File: src/rtl/irrigation_zone_scheduler.sv
// irrigation_zone_scheduler
// Shares one pump and valve manifold among NZONES greenhouse zones. Pending
// zone requests are arbitrated with urgent requests first and round-robin
// inside each class. The granted zone is then sequenced through valve open,
// settle, pump run, pump stop, valve close and cooldown. A low tank or an
// operator stop aborts an active watering cleanly. A low tank also latches a
// sticky fault that blocks further grants until it is cleared.
//
// Ports:
//   clk          system clock
//   rst          asynchronous active-high reset
//   zone_req     per-zone level irrigation request
//   zone_urgent  per-zone urgent qualifier (only meaningful with zone_req)
//   tank_low     water tank below minimum level
//   manual_stop  operator stop, level sensitive
//   fault_clr    single-cycle pulse clearing the fault flag
//   pump_on      pump drive
//   valve_sel    one-hot valve drive, zero when no zone is being watered
//   active_zone  index of the granted zone, holds its value while idle
//   busy         high whenever a watering sequence is in progress
//   grant_pulse  one cycle, first cycle of valve opening
//   done_pulse   one cycle, first cycle of cooldown
//   fault        sticky tank-low abort flag
module irrigation_zone_scheduler #(
    parameter int NZONES          = 4,
    parameter int SETTLE_CYCLES   = 2,
    parameter int RUN_CYCLES      = 16,
    parameter int COOLDOWN_CYCLES = 8
) (
    input  logic                      clk,
    input  logic                      rst,
    input  logic [NZONES-1:0]         zone_req,
    input  logic [NZONES-1:0]         zone_urgent,
    input  logic                      tank_low,
    input  logic                      manual_stop,
    input  logic                      fault_clr,
    output logic                      pump_on,
    output logic [NZONES-1:0]         valve_sel,
    output logic [$clog2(NZONES)-1:0] active_zone,
    output logic                      busy,
    output logic                      grant_pulse,
    output logic                      done_pulse,
    output logic                      fault
);

    localparam int ZW      = $clog2(NZONES);
    localparam int MAX_SR  = (SETTLE_CYCLES > RUN_CYCLES) ? SETTLE_CYCLES : RUN_CYCLES;
    localparam int MAX_ALL = (MAX_SR > COOLDOWN_CYCLES) ? MAX_SR : COOLDOWN_CYCLES;
    localparam int CW      = $clog2(MAX_ALL + 1);

    localparam logic [CW-1:0] SETTLE_LAST = CW'(SETTLE_CYCLES - 1);
    localparam logic [CW-1:0] RUN_LAST    = CW'(RUN_CYCLES - 1);
    localparam logic [CW-1:0] COOL_LAST   = CW'(COOLDOWN_CYCLES - 1);
    localparam logic [ZW-1:0] LAST_ZONE   = ZW'(NZONES - 1);

    typedef enum logic [2:0] {IDLE, OPEN, RUN, CLOSE, COOLDOWN} state_t;

    state_t            state;
    state_t            next_state;
    logic [CW-1:0]     cnt;
    logic [ZW-1:0]     rr_ptr;

    logic [NZONES-1:0] eligible;
    logic [NZONES-1:0] urgent_elig;
    logic [NZONES-1:0] candidates;
    logic [ZW-1:0]     winner;
    int                idx;

    logic              abort;
    logic              grant;
    logic              done;
    logic              next_fault;
    logic [ZW-1:0]     next_zone;
    logic [NZONES-1:0] next_valve;

    // Arbitration: urgent eligible zones shadow ordinary ones. The search
    // walks offsets downward so the last hit is the one closest to rr_ptr,
    // which gives "first at or after rr_ptr, wrapping" without a priority
    // encoder per rotation.
    always_comb begin
        eligible = '0;
        if (!tank_low && !manual_stop && !fault) begin
            eligible = zone_req;
        end
        urgent_elig = eligible & zone_urgent;
        candidates  = (|urgent_elig) ? urgent_elig : eligible;
        winner      = '0;
        idx         = 0;
        for (int i = NZONES - 1; i >= 0; i--) begin
            idx = int'(rr_ptr) + i;
            if (idx >= NZONES) begin
                idx = idx - NZONES;
            end
            if (candidates[idx]) begin
                winner = idx[ZW-1:0];
            end
        end
    end

    // Sequencer next state plus the one-cycle pulse conditions. Abort is
    // only honoured in OPEN and RUN; once the pump has stopped the close and
    // cooldown always run to completion so the valve never closes early.
    always_comb begin
        abort      = tank_low || manual_stop;
        next_state = state;
        grant      = 1'b0;
        done       = 1'b0;
        case (state)
            IDLE: begin
                if (|eligible) begin
                    next_state = OPEN;
                    grant      = 1'b1;
                end
            end
            OPEN: begin
                if (abort) begin
                    next_state = CLOSE;
                end else if (cnt == SETTLE_LAST) begin
                    next_state = RUN;
                end
            end
            RUN: begin
                if (abort || !zone_req[active_zone] || cnt == RUN_LAST) begin
                    next_state = CLOSE;
                end
            end
            CLOSE: begin
                if (cnt == SETTLE_LAST) begin
                    next_state = COOLDOWN;
                    done       = 1'b1;
                end
            end
            COOLDOWN: begin
                if (cnt == COOL_LAST) begin
                    next_state = IDLE;
                end
            end
            default: begin
                next_state = IDLE;
            end
        endcase
    end

    // Next values of the registered outputs. Setting the fault takes
    // priority over clearing it, and a clear is refused while the tank is
    // still low.
    always_comb begin
        next_fault = fault;
        if ((state == OPEN || state == RUN) && tank_low) begin
            next_fault = 1'b1;
        end else if (fault_clr && !tank_low) begin
            next_fault = 1'b0;
        end
        next_zone  = grant ? winner : active_zone;
        next_valve = '0;
        if (next_state == OPEN || next_state == RUN || next_state == CLOSE) begin
            next_valve[next_zone] = 1'b1;
        end
    end

    // State, counter, round-robin pointer and registered outputs. Reset
    // drops the pump and valves immediately with no close sequence. The
    // counter restarts on every state change and idles at zero.
    always_ff @(posedge clk or posedge rst) begin
        if (rst) begin
            state       <= IDLE;
            cnt         <= '0;
            rr_ptr      <= '0;
            pump_on     <= 1'b0;
            valve_sel   <= '0;
            active_zone <= '0;
            busy        <= 1'b0;
            grant_pulse <= 1'b0;
            done_pulse  <= 1'b0;
            fault       <= 1'b0;
        end else begin
            state <= next_state;
            if (next_state != state || state == IDLE) begin
                cnt <= '0;
            end else begin
                cnt <= cnt + CW'(1);
            end
            if (grant) begin
                rr_ptr <= (winner == LAST_ZONE) ? '0 : winner + ZW'(1);
            end
            pump_on     <= (next_state == RUN);
            valve_sel   <= next_valve;
            active_zone <= next_zone;
            busy        <= (next_state != IDLE);
            grant_pulse <= grant;
            done_pulse  <= done;
            fault       <= next_fault;
        end
    end

endmodule

File: config.mk
export PLATFORM = sky130hd
export DESIGN_NAME = irrigation_zone_scheduler
export DESIGN_NICKNAME = d
export VERILOG_FILES = /design/src/rtl/irrigation_zone_scheduler.sv
export SDC_FILE = /design/constraint.sdc
export NUM_CORES = 1
export LEC_CHECK = 0
export CORE_ASPECT_RATIO = 1.25
export CORE_MARGIN = 4
export CORE_UTILIZATION = 54
export DETAILED_ROUTE_END_ITERATION = 8
export MAX_ROUTING_LAYER = met4
export PLACE_DENSITY = 0.8
export SYNTH_ARGS = -nofsm -noshare
export SYNTH_HDL_FRONTEND = slang
export SYNTH_SLANG_ARGS = --single-unit
File: constraint.sdc
create_clock -name clk -period 4.8 [get_ports clk]
set_input_delay 0.96 -clock clk [delete_from_list [all_inputs] [get_ports clk]]
set_output_delay 0.96 -clock clk [all_outputs]
set_load 0.05 [all_outputs]
==> impl_metrics.csv <==
group,metric,value,unit
status,status,"finished clean",
sta,rsz0062_at_grt,"false",
global_route,antenna_found_initial,0,
floorplan,die_w,50.3,µm
drt,drtIter0Drc,39,
synthesis,synthMuxAreaShare,3.43,%
global_route,grt.total_usage,18.8,%
drt,drc_errors,0,
setup_path,end_kind,"flop",
global_route,grt_pass1_vias,977,
placed_design,portBuffers,23,
floorplan,die-area,0.00306,mm²
power_and_ir_drop,peakVddDrop,0.000475,V
sta,fmax,365,MHz
synthesis,synth_fa_ha_area_share,3.12,%
synthesis,synthTopCellsByCount,"21 x dfrtp_1, 11 x inv_1, 8 x nor2_1",
sta,tns,0,ns
sta,whs,0.510,ns
setup_path,critPathRequiredTime,5.06,ns
sta,clock-skew-final,0.00646,ns
global_route,busiest_layer,"met2",
cts,clockRootBuffer,"clkbuf_4",
cts,cts.sinks,21,
flow_run,max-cap-violations,0,
setup_path,crit_start,"zone_req[1]",
synthesis,synth_edf_count,0,
drt,via_per_inst,5.91,
synthesis,netlist_area,0.00120,mm²
cts,cts_buffer_depth,2,
sta,slew_viol_final,0,
synthesis,synth_flop_cell,"dfrtp_1",
final_layout,finalNonFillerCells,167,
setup_path,r2r-start,"cnt[0]$_DFF_PP0_",
synthesis,async_flop_share,100,%
floorplan,initial_core_util,58.8,%
drt,wirelength,2440,µm
synthesis,syn-num-nets,129,
cts,clock_latency,0.31,ns
synthesis,yosysTopAreaCell,"dfrtp_1",
cts,cts_hold_buf,0,
synthesis,synth_top_family_by_area,"compound AO/OA/AOI/OAI gates",
synthesis,synth_seq_area_share,43.6,%
drt,first_pass_iters,4,
setup_path,crit_type,"in2reg",
cts,numCtsBuffers,3,
synthesis,synth_area_leaders,"dfrtp_1 44%, inv_1 3.4%, a222oi_1 3.3%, ha_1 3.1%, a21oi_1 2.9%",
global_route,grt_overflow,0,
floorplan,core-area,0.00205,mm²
cts,path_clk_slew,0.11,ns
synthesis,synth_xor_xnor_area_share,2.91,%
sta,tightest_slew,0.738,ns
floorplan,num_rows,18,
synthesis,yosysMostFrequentCell,"dfrtp_1",
final_layout,num_antenna_cells,0,
setup_path,cp.arrival,3.00,ns
power_and_ir_drop,finalPower,0.000816,W
setup_path,crit_fanout,6,
setup_path,rrSetupSlack,2.62,ns
final_layout,multi_input_area,626,µm²
drt,via_count,987,
final_layout,fin_area,0.00149,mm²
global_route,grt_max_degree,22,
sta,report.final.hold_viol_count,0,
global_route,grt_use_met1,19.3,%
synthesis,avgSynthCellArea,10.7,µm²
synthesis,synth_top_area_share,43.6,%
sta,period_needed,2.74,ns
final_layout,final_nets,154,
synthesis,synthCells,113,
placed_design,gp_congestion,0.803,
final_layout,regArea,526,µm²
synthesis,synth_cell_types,44,
floorplan,ios,24,
placed_design,hpwl,1900,µm
drt,drtAntennaViolNets,0,
setup_path,startpoint_type,"input port",
global_route,grt_pass1_wl,4140,µm
synthesis,yosys_warnings,0,
final_layout,fill_cells,156,
floorplan,die_y,60.8,µm
global_route,globalRouteMet3Util,4.18,%
final_layout,drive_gt1_share,13.1,%
sta,finalSetupViolCount,0,
sta,finalCritPeriodShare,57.1,%
global_route,use_met2,32.6,%
sta,slew_headroom,50.7,%
min_path,hold_path.startpoint,"cnt[0]$_DFF_PP0_",
synthesis,synthSimpleGateAreaFrac,18.1,%
synthesis,synth_compound_area_share,24.4,%
final_layout,syn_to_final_growth,23.5,%
power_and_ir_drop,power.leakage,0.632,nW
power_and_ir_drop,power-per-cell-area,549,mW/mm²
min_path,hp-class,"reg2reg",
cts,ctsResizeCount,0,
cts,ctsHtreeMaxLevel,1,
drt,wl_per_cell,14.6,µm
cts,postCtsSetupBuffers,0,
cts,cts_tree,"done",
placed_design,placed_cells,163,
synthesis,ys_seq_elements,21,
placed_design,dpl-instance-area,0.00146,mm²
## worst paths after layout
| kind | endpoint | depth (start not counted) |
|---|---|---|
| min reg2reg | cnt[0]$_DFF_PP0_ | 1 |
| max | valve_sel[1]$_DFF_PP0_ | 7 |
| min in group asynchronous | pump_on$_DFF_PP0_ | 2 |
| max in group asynchronous | cnt[2]$_DFF_PP0_ | 2 |
| min | cnt[0]$_DFF_PP0_ | 1 |
| max reg2reg | valve_sel[3]$_DFF_PP0_ | 9 |
## layer usage
| layer | share of wire (%) | wire length (µm) | up-vias |
|---|---|---|---|
| li1 | - | - | 478 |
| met1 | 38 | 933 | 462 |
| met2 | 53 | 1290 | 38 |
| met3 | 5.7 | 139 | 9 |
| met4 | 3.4 | 82 | 0 |
| met5 | 0 | 0 | - |
## placed cells by master (no fill, tap or decap), types with 3 or more instances in the layout
cell              n
ha_1              3
a222oi_1          4
nor2_1            8
nand3_1           3
nor3_1            3
clkbuf_4          3
dfrtp_1          21
o21ai_0           6
a21oi_1           7
clkdlybuf4s50_1  23
inv_1            11
## where the power goes
part | leakage, nW | total, W | internal, W | switching (W)
combinational | 0.347 | 0.000426 | 0.000167 | 0.000259
clock | 0.0177 | 0.0000826 | 0.0000312 | 0.0000514
sequential | 0.267 | 0.000307 | 0.000237 | 0.0000704
total | 0.632 | 0.000816 | 0.000435 | 0.000381
## logic make-up after synthesis
| logic type | Yosys count |
|---|---|
| compound gates | 38 |
| xor+xnor | 4 |
| fa+ha+maj | 3 |
| buf+inv | 14 |
| flops | 21 |
| mux | 2 |
| simple gates | 31 |
## per-stage QoR
stage | utilization [%] | setup slack [ns]
after global routing | 72.6 | 1.92
after CTS | 72.6 | 2.06
after floorplan | - | 2.40
after detailed placement | 71.2 | 1.71
final | 72.6 | 2.06
after global placement | 71.2 | 1.79
## cell type report
| cell class | count | area share (%) |
|---|---|---|
| tap | 30 | 2.52 |
| timing repair buffer | 23 | 15.5 |
| inverter | 11 | 2.78 |
| clock buffer | 3 | 1.51 |
| sequential | 21 | 35.3 |
| multi-input combinational | 78 | 42.1 |
| clock inverter | 1 | 0.336 |
## worst max-delay path, cell delays in order
cell             delay, ns
clkdlybuf4s50_1       0.50
a222oi_1              0.55
o211ai_1              0.14
a21oi_1               0.20
o31ai_2               0.12
mux2_4                0.31
o21ba_1               0.22
## registers in the layout, indices dropped and copies added (netlist names), 2 cells and up
register     flops
cnt              5
rr_ptr           2
state            3
valve_sel        4
active_zone      2
Power figures use the tool's default switching activity.
